===== config.mk =====
export PLATFORM = sky130hd
export DESIGN_NAME = iana_stream_packer
export DESIGN_NICKNAME = d
export VERILOG_FILES = /design/src/rtl/iana_stream_packer.sv
export SDC_FILE = /design/constraint.sdc
export NUM_CORES = 2
export LEC_CHECK = 0
export ABC_AREA = 1
export CAP_MARGIN = 20
export CORE_MARGIN = 3
export CORE_UTILIZATION = 32
export DETAILED_ROUTE_END_ITERATION = 8
export MAX_ROUTING_LAYER = met4
export RECOVER_POWER = 100
export SLEW_MARGIN = 15
export SYNTH_ARGS = -nofsm -noshare
export SYNTH_HDL_FRONTEND = slang
export SYNTH_SLANG_ARGS = --single-unit

===== constraint.sdc =====
create_clock -name pl_clk -period 20.9 [get_ports pl_clk]
set_input_delay 3.135 -clock pl_clk [delete_from_list [all_inputs] [get_ports pl_clk]]
set_output_delay 3.135 -clock pl_clk [all_outputs]
set_load 0.01 [all_outputs]

===== src/rtl/iana_stream_packer.sv =====
// Record FIFO + serializer: 128-bit trace records out as four 32-bit AXI-Stream beats,
// framed into packets of PKT_RECORDS records. Optional packet header: `define IANA_PACK_SEQ_EN.
module iana_stream_packer #(
  parameter int unsigned DEPTH       = 16,
  parameter int unsigned PKT_RECORDS = 64,
  parameter logic [31:0] PAD_WORD    = 32'hFFFF_FFFF
) (
  input  logic                   pl_clk,
  input  logic                   nreset,
  input  logic                   enable,
  input  logic [127:0]           rec_in,
  input  logic                   rec_we,
  input  logic                   flush,
  output logic [31:0]            m_tdata,
  output logic [3:0]             m_tkeep,
  output logic                   m_tlast,
  output logic                   m_tvalid,
  input  logic                   m_tready,
  output logic                   overflow,
  output logic [15:0]            drop_count,
  output logic [$clog2(DEPTH):0] level
);

  localparam int unsigned    AW       = $clog2(DEPTH);
  localparam int unsigned    LW       = AW + 1;
  localparam logic [LW-1:0]  FULL_LVL = LW'(DEPTH);
  localparam logic [15:0]    LAST_IDX = 16'(PKT_RECORDS - 1);

  typedef enum logic [1:0] {S_IDLE, S_SEND, S_PAD, S_HDR} state_t;

  logic [127:0]  mem_q [DEPTH];
  logic [AW-1:0] wr_ptr_q, rd_ptr_q, rd_nxt;
  logic [LW-1:0] level_q, level_d;
  state_t        state_q, state_d;
  logic [1:0]    beat_q, beat_d;
  logic [31:0]   tdata_q, tdata_d;
  logic          tvalid_q, tvalid_d;
  logic          tlast_q, tlast_d;
  logic          ovf_q, ovf_d;
  logic [15:0]   drop_q, drop_d;
  logic [15:0]   pkt_q, pkt_d;
  logic          fp_q, fp_d;
`ifdef IANA_PACK_SEQ_EN
  logic [15:0]   seq_q, seq_d;
`endif

  logic          push, drop, fire, pop, tlast_done, load;
  logic [127:0]  head, nxt_rec, load_rec;

  // The record being sent stays in the FIFO until its last beat, so level/full include it.
  assign push       = rec_we & enable & (level_q != FULL_LVL);
  assign drop       = rec_we & enable & (level_q == FULL_LVL);
  assign fire       = tvalid_q & m_tready;
  assign pop        = fire & (state_q == S_SEND) & (beat_q == 2'd3);
  assign tlast_done = fire & tlast_q;
  assign rd_nxt     = rd_ptr_q + AW'(1);
  assign head       = mem_q[rd_ptr_q];
  assign nxt_rec    = mem_q[rd_nxt];

  always_ff @(posedge pl_clk) begin
    if (push) mem_q[wr_ptr_q] <= rec_in;
  end

  always_comb begin
    level_d = level_q + LW'(push) - LW'(pop);
    ovf_d   = ovf_q | drop;
    drop_d  = (drop && (drop_q != '1)) ? drop_q + 16'd1 : drop_q;
    pkt_d   = tlast_done ? '0 : (pop ? pkt_q + 16'd1 : pkt_q);
    fp_d    = fp_q & ~tlast_done;
    // A flush with nothing sent and nothing queued (counting a coincident push) is dropped.
    if (flush && ((pkt_d != '0) || (level_d != '0))) fp_d = 1'b1;
`ifdef IANA_PACK_SEQ_EN
    seq_d   = tlast_done ? seq_q + 16'd1 : seq_q;
`endif

    state_d  = state_q;
    beat_d   = beat_q;
    tdata_d  = tdata_q;
    tvalid_d = tvalid_q;
    tlast_d  = tlast_q;
    load     = 1'b0;
    load_rec = head;

    case (state_q)
      S_IDLE: begin
        if (level_q != '0) begin
          load = 1'b1;
        end else if (fp_q && (pkt_q != '0)) begin
          state_d  = S_PAD;
          beat_d   = '0;
          tdata_d  = PAD_WORD;
          tvalid_d = 1'b1;
          tlast_d  = 1'b0;
        end
      end
      S_SEND, S_PAD: begin
        if (fire) begin
          if (beat_q != 2'd3) begin
            beat_d  = beat_q + 2'd1;
            tdata_d = (state_q == S_PAD) ? PAD_WORD : head[{beat_d, 5'd0} +: 32];
            // tlast for beat 3 is decided as beat 2 retires, using post-cycle occupancy.
            tlast_d = (beat_q == 2'd2) &&
                      ((state_q == S_PAD) || (pkt_q == LAST_IDX) ||
                       (fp_d && (level_d <= LW'(1))));
          end else if ((state_q == S_SEND) && (level_q > LW'(1))) begin
            load     = 1'b1;
            load_rec = nxt_rec;
          end else begin
            state_d  = S_IDLE;
            beat_d   = '0;
            tvalid_d = 1'b0;
            tlast_d  = 1'b0;
          end
        end
      end
      S_HDR: begin
        if (fire) begin
          state_d = S_SEND;
          beat_d  = '0;
          tdata_d = head[31:0];
          tlast_d = 1'b0;
        end
      end
      default: state_d = S_IDLE;
    endcase

    if (load) begin
      beat_d   = '0;
      tvalid_d = 1'b1;
      tlast_d  = 1'b0;
`ifdef IANA_PACK_SEQ_EN
      if (pkt_d == '0) begin
        state_d = S_HDR;
        tdata_d = {16'hA5A5, seq_d};
      end else
`endif
      begin
        state_d = S_SEND;
        tdata_d = load_rec[31:0];
      end
    end
  end

  always_ff @(posedge pl_clk or negedge nreset) begin
    if (!nreset) begin
      state_q  <= S_IDLE;
      beat_q   <= '0;
      tdata_q  <= '0;
      tvalid_q <= 1'b0;
      tlast_q  <= 1'b0;
      wr_ptr_q <= '0;
      rd_ptr_q <= '0;
      level_q  <= '0;
      ovf_q    <= 1'b0;
      drop_q   <= '0;
      pkt_q    <= '0;
      fp_q     <= 1'b0;
`ifdef IANA_PACK_SEQ_EN
      seq_q    <= '0;
`endif
    end else begin
      state_q  <= state_d;
      beat_q   <= beat_d;
      tdata_q  <= tdata_d;
      tvalid_q <= tvalid_d;
      tlast_q  <= tlast_d;
      wr_ptr_q <= wr_ptr_q + AW'(push);
      rd_ptr_q <= rd_ptr_q + AW'(pop);
      level_q  <= level_d;
      ovf_q    <= ovf_d;
      drop_q   <= drop_d;
      pkt_q    <= pkt_d;
      fp_q     <= fp_d;
`ifdef IANA_PACK_SEQ_EN
      seq_q    <= seq_d;
`endif
    end
  end

  assign m_tdata    = tdata_q;
  assign m_tkeep    = 4'hF;
  assign m_tlast    = tlast_q;
  assign m_tvalid   = tvalid_q;
  assign overflow   = ovf_q;
  assign drop_count = drop_q;
  assign level      = level_q;

endmodule


==> impl_metrics.json <==
{
  "cts_max_level": 4,
  "nNetsFinal": 7767,
  "port_buffers": 189,
  "cp.required_ps": 21230,
  "mostFrequentLayoutCells": "edfxtp_1, nand2_1, o21ai_0",
  "grt_max_degree": 223,
  "wire_per_inst_microns": 24.0,
  "ys_warn_count": 0,
  "core.rowCount": 194,
  "crit_chain": "dlygate4sd3_1 > nand3_1 > inv_1 > nand3_1 > nor2_4 > clkbuf_1 > clkbuf_1 > clkbuf_1",
  "post_cts_buffers": 0,
  "ys_ff_latch": 2133,
  "hp-class": "flip-flop to flip-flop",
  "slew_headroom_pct": -524,
  "yosysSeqAreaShare_pct": 70.5,
  "setup_viol": 0,
  "muxShareOfSynthArea_pct": 0,
  "vias_per_cell": 5.42,
  "ys_types": 42,
  "arrival_ps": 12620,
  "place_congestion": 0.888,
  "clkTransAtPathRegs_ps": 60,
  "crit_fanout": 50,
  "syn_to_final_growth_pct": 13.0,
  "grt_pass1_wl_microns": 406000,
  "drc_errors": 0,
  "rsz0062_at_grt": "false",
  "regToRegStartpoint": "level[2]",
  "first_pass_iters": 6,
  "maxCapViolCount": 59,
  "synth_top_family_by_area": "compound AO/OA/AOI/OAI gates",
  "synth_xor_area_share_pct": 0.220,
  "ctsResizeCount": 0,
  "mostFrequentLayoutCell": "edfxtp_1",
  "max_stage_delay_ps": 2980,
  "antenna_found_initial": 77,
  "endpoint_kind": "flip-flop",
  "power.leakage_nw": 34.0,
  "cp_common_cell": "clkbuf_1",
  "netlist_area_sq_mm": 0.0903,
  "clk_latency_ps": 870,
  "synth-edff-count": 2048,
  "fill_cells": 26924,
  "setup_ws_ps": 8610,
  "drtIter0Drc": 7851,
  "synth_cells": 7664,
  "period_needed_ps": 12290,
  "crit_type": "input port to flip-flop",
  "die_w_microns": 537,
  "clockBufferDepth": 3,
  "stdcell_count": 11554,
  "synth-async-reset-ratio_pct": 3.98,
  "synth_fa_ha_area_share_pct": 0.313,
  "violations": "capacitance limit, slew limit",
  "skew_ps": 61.6,
  "cts_tree": "yes",
  "layout-drive-gt1-share_pct": 4.69,
  "fmax_mhz": 81.3,
  "coreArea_sq_mm": 0.280,
  "cts_sinks": 2133,
  "grt_overflow": 0,
  "synth_ff_type": "edfxtp_1",
  "vias": 62628,
  "post-place-ws_ps": 13570,
  "slew_violations": 2317,
  "crit_slowest_cell": "clkbuf_1",
  "cp_top_family": "buffers and inverters",
  "finalSetupTns_ps": 0,
  "start_util_pct": 32.2,
  "cts_hold_buf": 0,
  "clock-root-buffer": "clkbuf_16",
  "hold_ws_ps": 468,
  "min_from": "overflow",
  "cp-start-kind": "input port",
  "antenna_left": 0,
  "status": "complete, but fails checks",
  "power.density_mw_per_mm2": 134,
  "worstPathBufferInverterCount": 5,
  "syn_avg_cell_area_sq_um": 11.8,
  "die_h_microns": 537,
  "ios": 194,
  "track_usage_pct": 19.3,
  "fin_area_sq_mm": 0.102,
  "hold_violations": 0,
  "ir_drop_mv": 0.169,
  "dp_cells": 11126,
  "dp.final_hpwl_microns": 155000,
  "period_share_pct": 58.8,
  "worst_pin_slew_ps": 9370,
  "die-area_sq_mm": 0.289,
  "grt_pass1_vias": 59927,
  "cts_buffers": 205,
  "synth_simple_gate_area_share_pct": 10.8,
  "totalWireLength_microns": 277000,
  "dpl-instance-area_sq_mm": 0.0955,
  "synth_compound_area_share_pct": 13.8,
  "crit_start": "enable"
}
## area by class of cell
class	count	area (sq um)	area share (%)
Sequential cell	2133	63600	62.4
Multi-Input combinational cell	4589	22800	22.4
Clock buffer	253	5380	5.27
Tap cell	3724	4660	4.57
Timing Repair Buffer	302	2650	2.59
Inverter	380	1460	1.43
Clock inverter	123	1310	1.29
Antenna cell	50	125	0.123
## metrics by stage
stage	utilization, %	total power, mW
after global routing	36.4	14.4
after global placement	34.1	9.90
after CTS	36.5	13.7
after detailed placement	34.1	9.97
after floorplan	-	8.29
final	36.4	13.7
## sequential cells by signal (all words and copies together) (netlist names)
name        flops
fp_q            1
m_tdata        32
level           5
overflow        1
drop_count     16
pkt_q          16
mem_q        2048
m_tlast         1
state_q         2
m_tvalid        1
rd_ptr_q        4
wr_ptr_q        4
beat_q          2
## worst paths after layout
kind | endpoint | slack [ps] | cells after the start
setup / recovery | mem_q[8][64] | 8610 | 8
hold / removal | overflow | 470 | 1
setup reg to reg | mem_q[8][64] | 10600 | 10
hold reg to reg | overflow | 470 | 1
max in group asynchronous | rd_ptr_q[1] | 13220 | 2
min in group asynchronous | drop_count[7] | 2490 | 1
## worst register-to-register path, delay by kind of cell (launching register included)
family                     cells  cell delay, ps
adders and majority gates      1             240
DFF                            1             390
buffers and inverters          5            8460
and+or+nand+nor                4             640
## cells by family after synthesis
family / Yosys count
AOI/OAI and AO/OA: 2186
xor gates and xnor gates: 21
adders and majority gates: 22
buffers and inverters: 945
DFF: 2133
other: 1
and+or+nand+nor: 2356
## cell usage after synthesis (4+ instances only)
| master | n | area, sq um |
|---|---|---|
| xnor2_1 | 4 | 35.0 |
| o22ai_1 | 171 | 1070 |
| o2111ai_1 | 30 | 263 |
| inv_1 | 368 | 1380 |
| buf_2 | 203 | 1020 |
| nand4_1 | 78 | 488 |
| o21ai_0 | 959 | 4800 |
| o21ai_1 | 10 | 50.1 |
| nand2_1 | 973 | 3650 |
| nand3_1 | 451 | 2260 |
| edfxtp_1 | 2048 | 61500 |
| buf_6 | 9 | 101 |
| o221ai_1 | 70 | 613 |
| a21oi_1 | 568 | 2840 |
| buf_4 | 20 | 150 |
| o211ai_1 | 373 | 2800 |
| clkbuf_1 | 285 | 1070 |
| buf_1 | 48 | 180 |
| nor2_1 | 775 | 2910 |
| dfrtp_1 | 85 | 2130 |
| ha_1 | 21 | 263 |
| nor3_1 | 67 | 335 |
| xor2_1 | 15 | 131 |
| inv_2 | 11 | 41.3 |
## metal layers
metal / up-vias / wire length (microns) / global-route usage, %
met4: 0 / 11800 / 7.77
met2: 2934 / 126000 / 29.1
met5: - / 0 / -
li1: 28027 / - / -
met3: 577 / 26200 / 4.40
met1: 31090 / 113000 / 25.1
## where the power goes
group | total, mW | internal [mW] | switching (mW)
sequential | 5.21 | 5.00 | 0.210
combinational | 4.75 | 1.27 | 3.48
clock | 3.72 | 2.08 | 1.63
total | 13.7 | 8.36 | 5.32
Note: power is estimated with default switching activity, not from simulation.
